--- src/rtl/dispatch_queue_pkg.sv ---
// rtl/dispatch_queue_pkg.sv - shared types and constants for the dispatch queue
package dispatch_queue_pkg;

  // Reorder buffer size shared with the ROB; sets the width of ROB entry tags
  localparam int ROB_ENTRIES = 32;

  // Default dispatch queue depth
  localparam int DQ_DEPTH_DEFAULT = 8;

  // Decoded instruction payload carried from decode to issue
  typedef struct packed {
    logic [31:0] pc;
    logic [4:0]  dest_reg;
    logic        wb_en;
  } dispatch_entry_t;

endpackage

--- src/rtl/dispatch_queue_stats.sv ---
// rtl/dispatch_queue_stats.sv - saturating dispatch and ROB-stall event counters
module dispatch_queue_stats #(
  parameter int CNT_W = 4
) (
  input  logic             clk,
  input  logic             rst_n,
  input  logic [CNT_W-1:0] i_acc_cnt,
  input  logic             i_stall,
  output logic [31:0]      o_dispatched,
  output logic [31:0]      o_rob_stall
);

  logic [31:0] r_dispatched;
  logic [31:0] r_rob_stall;
  logic [32:0] w_disp_sum;

  // Widened sum so a carry out signals that the counter would overflow
  always_comb begin
    w_disp_sum = {1'b0, r_dispatched} + 33'(i_acc_cnt);
  end

  // Both counters stick at all-ones instead of wrapping
  always_ff @(posedge clk or negedge rst_n) begin
    if (!rst_n) begin
      r_dispatched <= '0;
      r_rob_stall  <= '0;
    end else begin
      r_dispatched <= w_disp_sum[32] ? '1 : w_disp_sum[31:0];
      if (i_stall && (r_rob_stall != '1)) begin
        r_rob_stall <= r_rob_stall + 32'd1;
      end
    end
  end

  assign o_dispatched = r_dispatched;
  assign o_rob_stall  = r_rob_stall;

endmodule

--- src/rtl/dispatch_queue.sv ---
// rtl/dispatch_queue.sv - multi-lane decode-to-ROB dispatch queue; DISPATCH_QUEUE_STATS_EN adds event counters
module dispatch_queue
  import dispatch_queue_pkg::*;
#(
  parameter int DECODE_WIDTH = 2,
  parameter int FIRE_WIDTH   = 2,
  parameter int DQ_DEPTH     = DQ_DEPTH_DEFAULT,
  parameter int ROB_IDX_W    = $clog2(ROB_ENTRIES)
) (
  input  logic                                   clk,
  input  logic                                   rst_n,
  input  logic                                   flush_en,
  input  logic [DECODE_WIDTH-1:0]                dec_valid,
  input  dispatch_entry_t [DECODE_WIDTH-1:0]     dec_entry,
  output logic                                   dec_ready,
  output logic [FIRE_WIDTH-1:0]                  fire_valid,
  output logic [FIRE_WIDTH-1:0][4:0]             fire_dest_reg,
  output logic [FIRE_WIDTH-1:0]                  fire_wb_en,
  input  logic [FIRE_WIDTH-1:0]                  rob_full,
  input  logic [FIRE_WIDTH-1:0][ROB_IDX_W-1:0]   rob_entry_idx,
  output logic [FIRE_WIDTH-1:0]                  iss_valid,
  output dispatch_entry_t [FIRE_WIDTH-1:0]       iss_entry,
  output logic [FIRE_WIDTH-1:0][ROB_IDX_W-1:0]   iss_rob_idx
`ifdef DISPATCH_QUEUE_STATS_EN
  ,
  output logic [31:0]                            stat_dispatched,
  output logic [31:0]                            stat_rob_stall
`endif
);

  localparam int IDX_W = $clog2(DQ_DEPTH);
  localparam int PTR_W = IDX_W + 1;

  // Pointers carry an extra wrap bit so full and empty are distinguishable
  logic [PTR_W-1:0] r_head;
  logic [PTR_W-1:0] r_tail;
  dispatch_entry_t  r_mem [DQ_DEPTH];

  logic [FIRE_WIDTH-1:0]                r_iss_valid;
  dispatch_entry_t [FIRE_WIDTH-1:0]     r_iss_entry;
  logic [FIRE_WIDTH-1:0][ROB_IDX_W-1:0] r_iss_rob_idx;

  logic [PTR_W-1:0]                   w_count;
  logic [PTR_W-1:0]                   w_free;
  logic                               w_enq;
  logic [PTR_W-1:0]                   w_enq_cnt;
  logic [DECODE_WIDTH-1:0][IDX_W-1:0] w_wr_idx;
  dispatch_entry_t [FIRE_WIDTH-1:0]   w_fire_entry;
  logic [FIRE_WIDTH-1:0]              w_accept;
  logic [PTR_W-1:0]                   w_acc_cnt;

  // Enqueue side: space check uses start-of-cycle occupancy only, so popped slots are not reused this cycle
  always_comb begin
    w_count   = r_tail - r_head;
    w_free    = PTR_W'(DQ_DEPTH) - w_count;
    dec_ready = !flush_en && (w_free >= PTR_W'(DECODE_WIDTH));
    w_enq     = dec_valid[0] && dec_ready;
    w_enq_cnt = '0;
    for (int i = 0; i < DECODE_WIDTH; i++) begin
      w_wr_idx[i] = IDX_W'(r_tail + PTR_W'(i));
      if (w_enq && dec_valid[i]) begin
        w_enq_cnt = w_enq_cnt + PTR_W'(1);
      end
    end
  end

  // Fire side: oldest entries in program order; ROB acceptance is a contiguous prefix
  always_comb begin
    logic v_chain;
    v_chain   = 1'b1;
    w_acc_cnt = '0;
    for (int i = 0; i < FIRE_WIDTH; i++) begin
      w_fire_entry[i]  = r_mem[IDX_W'(r_head + PTR_W'(i))];
      fire_valid[i]    = (w_count > PTR_W'(i)) && !flush_en;
      fire_dest_reg[i] = w_fire_entry[i].dest_reg;
      fire_wb_en[i]    = w_fire_entry[i].wb_en;
      w_accept[i]      = v_chain && fire_valid[i] && !rob_full[i];
      v_chain          = w_accept[i];
      if (w_accept[i]) begin
        w_acc_cnt = w_acc_cnt + PTR_W'(1);
      end
    end
  end

  // Head/tail advance; flush empties the queue without touching storage
  always_ff @(posedge clk or negedge rst_n) begin
    if (!rst_n) begin
      r_head <= '0;
      r_tail <= '0;
    end else if (flush_en) begin
      r_head <= '0;
      r_tail <= '0;
    end else begin
      r_head <= r_head + w_acc_cnt;
      r_tail <= r_tail + w_enq_cnt;
    end
  end

  // Entry storage needs no reset; occupancy is tracked by the pointers alone
  always_ff @(posedge clk) begin
    for (int i = 0; i < DECODE_WIDTH; i++) begin
      if (w_enq && dec_valid[i]) begin
        r_mem[w_wr_idx[i]] <= dec_entry[i];
      end
    end
  end

  // Issue register: accepted lanes leave one cycle later tagged with their ROB index
  always_ff @(posedge clk or negedge rst_n) begin
    if (!rst_n) begin
      r_iss_valid   <= '0;
      r_iss_entry   <= '0;
      r_iss_rob_idx <= '0;
    end else if (flush_en) begin
      r_iss_valid <= '0;
    end else begin
      r_iss_valid <= w_accept;
      for (int i = 0; i < FIRE_WIDTH; i++) begin
        if (w_accept[i]) begin
          r_iss_entry[i]   <= w_fire_entry[i];
          r_iss_rob_idx[i] <= rob_entry_idx[i];
        end
      end
    end
  end

  assign iss_valid   = r_iss_valid;
  assign iss_entry   = r_iss_entry;
  assign iss_rob_idx = r_iss_rob_idx;

  // Decode lanes must be filled contiguously starting at lane 0
  assert property (@(posedge clk) disable iff (!rst_n)
    ((dec_valid & (dec_valid + DECODE_WIDTH'(1))) == '0));

`ifdef DISPATCH_QUEUE_STATS_EN
  dispatch_queue_stats #(
    .CNT_W (PTR_W)
  ) u_stats (
    .clk          (clk),
    .rst_n        (rst_n),
    .i_acc_cnt    (w_acc_cnt),
    .i_stall      (fire_valid[0] && rob_full[0]),
    .o_dispatched (stat_dispatched),
    .o_rob_stall  (stat_rob_stall)
  );
`endif

endmodule
--- config.mk ---
export PLATFORM = sky130hd
export DESIGN_NAME = dispatch_queue
export DESIGN_NICKNAME = d
export VERILOG_FILES = /design/src/rtl/dispatch_queue_pkg.sv /design/src/rtl/dispatch_queue_stats.sv /design/src/rtl/dispatch_queue.sv
export SDC_FILE = /design/constraint.sdc
export NUM_CORES = 1
export LEC_CHECK = 0
export CAP_MARGIN = 25
export CORE_MARGIN = 3
export CORE_UTILIZATION = 29
export DETAILED_ROUTE_END_ITERATION = 10
export PLACE_DENSITY = 0.56
export SLEW_MARGIN = 0
export SYNTH_ARGS = -nofsm -noshare
export SYNTH_HDL_FRONTEND = slang
export SYNTH_HIERARCHICAL = 1
export SYNTH_SLANG_ARGS = --single-unit
--- constraint.sdc ---
create_clock -name clk -period 8.37 [get_ports clk]
set_input_delay 0.837 -clock clk [delete_from_list [all_inputs] [get_ports clk]]
set_output_delay 0.837 -clock clk [all_outputs]
set_load 0.05 [all_outputs]
==> impl_metrics.ini <==
[outcome]
status = finished clean

[global_routing]
grt_pass1_wl_mm = 107.2
grt_pass1_vias = 16280
grt_overflow = 0
grt_usage_pct = 17.33
grt_max_degree = 81
antenna_found_initial = 7

[clock_tree]
postCtsSetupBuffers = 0
cts_resized = 0
cts.sink_count = 400
clk-insertion-delay-late_ps = 590
cts_tree = yes
clk_pin_slew_worst_paths_ps = 60
root_buffer = clkbuf_16
clk_path_buf_depth = 3
cts_hold_buf = 0
htreeDepth = 2
cts_buffers = 48

[critical_path]
worstPathCellList = buf_4 > ha_4 > mux4_2 > mux2_2 > clkdlybuf4s50_1
arrival_ps = 4640
reg2regPathDepth = 6
critical_path_class = flop to output port
rr_startpoint = r_head[1]
critPathSlowestCell = dfrtp_4
crit_path_end_kind = output port
worstPathMaxFanout = 43
cp-startpoint = r_head[1]
critPathCapture = fire_wb_en[1]
critPathMaxStageDelay_ps = 940
cp.required_ps = 7530
r2r_slack_ps = 3860
cp-start-kind = flop
timing.rr.end = iss_entry[60]

[placement]
place_hpwl_mm = 42.38
io_buffer_count = 195
gp_congestion = 0.7664
dp_slack_ps = 3429

[power]
vdd_ir_drop_max_mv = 0.3664
powerDensity_nw_per_um2 = 353.8
p_leak_nw = 9.101

[route]
ant_nets = 0
drc = 0
drt_first_pass_iters = 5
dr.first_iter.drc_count = 1040
routed_wl_mm = 73.03
viasPerCell = 5.569
vias = 15580
drt-wirelength-per-cell_um = 26.10

[synthesis]
synthFlopType = edfxtp_1
avgSynthCellArea_um2 = 14.17
synth-edff-count = 304
ys_types = 36
netlist_top_cells_count = a221o_1, edfxtp_1, and2_1
synth_top_area_cell = edfxtp_1
syn-cell-area_um2 = 23110
yosys-top-cells-area = edfxtp_1, mux4_2, a221o_1
synth.net_count = 1741
synth_warnings = 6
synth_top_area_share_pct = 39.51
synth-seq-area-share_pct = 49.91
async_reset_ff_share_pct = 24.00
syn_inst = 1631
ys_seq_elements = 400

[timing]
slew-limit-headroom_pct = 33.12
tns_ps = 0
tightest_slew_ps = 1003
hold_viol = 0
fmax_ghz = 0.1825
finalCriticalPeriod_ps = 5479
setup_slack_ps = 2891
slew_viol_final = 0
fin_skew_ps = 31.71
setup_viol = 0
final.period_utilization_pct = 65.45
rsz0062_at_grt = false

[floorplanning]
die-height_um = 288.3
initial_core_util_pct = 29.53
io_pins = 196
core_area_um2 = 78230
row_count = 102
dieArea_um2 = 83100
die_w_um = 288.3

[layout]
nets = 1824
drive_gt1_share_pct = 24.00
final_util_pct = 35.06
area_growth_pct = 18.72

[worst_hold_path]
hold_path.class = input port to async pin

[run]
drv_cap = 0
-- cells in the final DEF (no fill, tap or decap), drive strengths merged, types with 2 or more instances in the layout --
| cell | count |
|---|---|
| clkdlybuf4s50 | 194 |
| clkinvlp | 3 |
| bufinv | 4 |
| xnor2 | 7 |
| o32a | 4 |
| clkbuf | 67 |
| mux2 | 124 |
| a221o | 304 |
| xor2 | 4 |
| clkinv | 16 |
| ha | 14 |
| nand2 | 121 |
| fa | 3 |
| dfrtp | 96 |
| nor3 | 8 |
| nand3 | 2 |
| nand2b | 2 |
| nor2b | 4 |
| o21ai | 5 |
| diode | 4 |
| edfxtp | 304 |
| and2 | 228 |
| nor2 | 20 |
| inv | 12 |
| buf | 38 |
| a21oi | 9 |
| mux4 | 152 |
| nand3b | 2 |
-- how the worst min path moves through the flow --
stage | slack [ps] | start | cells past startpoint | to
after detailed placement | 490 | iss_rob_idx[3] | 1 | iss_rob_idx[3]
final | 200 | rst_n | 1 | iss_entry[49]
after floorplan | 540 | rst_n | 0 | iss_entry[0]
after global routing | 220 | rst_n | 1 | iss_entry[11]
after CTS | 220 | rst_n | 1 | iss_entry[12]
after global placement | 490 | iss_rob_idx[6] | 1 | iss_rob_idx[6]
-- where the power goes --
part	switching, mW	internal, mW	leakage [nW]
Sequential	0.281	2.64	3.86
Clock	0.844	1.28	0.794
Combinational	2.84	1.83	4.45
-- metrics by stage --
step | area [µm²] | instances | power (mW) | hold WS, ps
3_5_place_dp | 25770 | 2703 | 7.675 | 493.0
2_1_floorplan | 23110 | 1631 | 6.219 | 541.4
4_1_cts | 27390 | 2793 | 9.820 | 223.5
6_report | 27430 | 2798 | 9.705 | 204.5
5_1_grt | 27430 | 2796 | 10.16 | 217.2
3_3_place_gp | 25750 | 2702 | 7.595 | 485.8
-- worst max-delay path: cells and delay by family (launching register included) --
kind                       cells  cell delay [ps]
buffers and inverters          2             1390
muxes                          2              910
DFF                            1              940
adders and majority gates      1              740
-- layout make-up --
cell class / instances / area [µm²]
repair buffers: 232 / 2263
clock buffers: 67 / 1385
diodes: 4 / 10.01
well taps: 1040 / 1301
inverters: 12 / 45.04
multi-input cells: 1020 / 10650
clock inverters: 23 / 234.0
fillers: 7483 / 50800
flip-flops and latches: 400 / 11540
-- layer usage --
layer / GRT usage (%) / vias to the layer above / share of wire (%)
li1: - / 6869 / -
met1: 20.10 / 8007 / 38
met2: 32.09 / 556 / 53
met3: 3.110 / 144 / 6.3
met4: 5.712 / 6 / 3.0
met5: 0 / - / 0.060
-- kinds of logic after synthesis --
kind of cell               share of synthesized area (%)
AOI/OAI and AO/OA                                  13.85
xor gates and xnor gates                          0.6552
and+or+nand+nor                                    9.005
muxes                                              20.86
buffers and inverters                              4.711
adders and majority gates                          1.018
DFF                                                49.91
-- registers in the layout (all words and copies together) (netlist names) --
name and flops:
iss_rob_idx 10, r_tail 4, iss_entry 76, r_head 4
r_mem 304, iss_valid 2
Power figures use the tool's default switching activity.
==> patch: new RTL, same flow settings <==
The option `DISPATCH_QUEUE_STATS_EN` is turned on by a define.
--- a/src/rtl/dispatch_queue.sv
+++ b/src/rtl/dispatch_queue.sv
@@ -1,4 +1,6 @@
 // rtl/dispatch_queue.sv - multi-lane decode-to-ROB dispatch queue; DISPATCH_QUEUE_STATS_EN adds event counters
+`define DISPATCH_QUEUE_STATS_EN
+
 module dispatch_queue
   import dispatch_queue_pkg::*;
 #(
Check against the original RTL (old outputs only; new: stat_dispatched and stat_rob_stall): no difference found for any inputs over 4 cycles, from zero or initial values and one cycle with rst_n low; that may be too few to reach the edited logic, so the function may still have changed.
==> patch against the original RTL <==
Cell area grew 11%. Worst setup slack gained 0.0065 ns. Wire length grew 2.1%. Clock skew grew 0.034 ns. Hold slack lost 0.028 ns. Maximum frequency grew 0.12%. Sequential cell count grew 64. Synthesized area grew 8.3%. Total power grew 6.6%.
==> patch: results (changes against the original RTL) <==
metric,value,unit,change
distinct cell type count after synthesis,66,,+83%
"FFs w/ async S/R, synth",0.345,,+0.105
first-pass GRT wire length,110000,um,+3.0%
share of layout cells above drive strength 1,0.301,,+0.0609
number of global-route vias before repair,16300,,-0.0061%
overall routing resource usage,0.164,,-0.00954
"EDFF count, synth",304,,unchanged
final clock skew,0.0652,ns,+0.0335 ns
peak supply drop,0.000225,V,-39%
initial antenna violation count,12,,+5
GR Util met3,0.0306,,-0.000481
IO Port Bufs,259,,+33%
crit path DAT,4.64,ns,about the same
Clock Latency Late Sink,0.66,ns,+0.07 ns
NumNets Final,1977,,+8.4%
Layout Cells excl Fill,3056,,+9.2%
placer congestion estimate,0.807,,+5.3%
met3 WL,3820,um,-17%
largest net degree at the start of global routing,129,,+59%
met2 global-route usage,0.280,,-0.0406
met1 WL,31400,um,+13%
status,finished clean,,
dpl cell area,28700,um2,+11%
CP peak stage delay,0.80,ns,-0.14 ns
top post-synthesis cells by area,"edfxtp_1 (36%), dfrtp_1 (16%), mux4_2 (14%)",,
Setup WS pre-CTS,3.00,ns,-0.426 ns
routed wire length,74600,um,+2.1%
DP HPWL,46400,um,+9.5%
crit path max fanout,27,,-37%
routed wl met2,37600,um,-2.2%
DP Cell Count,2945,,+9.0%
P_leak,10.5,nW,+15%
post-synthesis cell count,1622,,-0.55%
Num CTS Buffers,57,,+19%
## patch: changes by cell type after synthesis, sizes merged, moves of 43 or more
cell	before	now
dfrtp	96	160
mux2	124	436
nand2	121	164
a221o	304	0
clkbuf	109	29
and2	228	6
## patch: cell type report
class / count / area, um2
flip-flops and latches: 464 / 13100
multi-input cells: 1040 / 11300
inverters: 13 / 48.8
repair buffers: 285 / 2820
well taps: 1144 / 1430
clock inverters: 25 / 250
clock buffers: 77 / 1580
fillers: 8193 / 54800
diodes: 8 / 20.0
## patch: power by group
group	internal, mW	leakage, nW	switching, mW
sequential	2.92	4.76	0.290
combinational	1.88	4.82	2.83
clock	1.39	0.882	1.03
## patch: final timing paths
kind                                            from                                  to  slack [ns]  cells past startpoint
min                                            rst_n  u_stats/o_rob_stall[6]$_DFFE_PN0P_        0.18                      1
max                              r_head[2]$_DFF_PN0_                           dec_ready        2.90                      7
min in group clk           iss_entry[60]$_DFFE_PN0P_           iss_entry[60]$_DFFE_PN0P_        0.50                      1
max in group asynchronous                      rst_n           iss_entry[67]$_DFFE_PN0P_        6.97                      2
max reg2reg                      r_head[1]$_DFF_PN0_   u_stats/o_dispatched[3]$_DFF_PN0_        3.05                     14
min reg2reg                iss_entry[60]$_DFFE_PN0P_           iss_entry[60]$_DFFE_PN0P_        0.50                      1
## patch: cell families after synthesis
| kind of cell | Yosys count | share of synthesized area |
|---|---|---|
| AOI/OAI and AO/OA | 59 | 0.0178 |
| other | 1 | 0.000150 |
| buffers and inverters | 119 | 0.0320 |
| and+or+nand+nor | 315 | 0.0598 |
| DFF | 464 | 0.525 |
| muxes | 591 | 0.334 |
| adders and majority gates | 23 | 0.0127 |
| xor gates and xnor gates | 50 | 0.0185 |
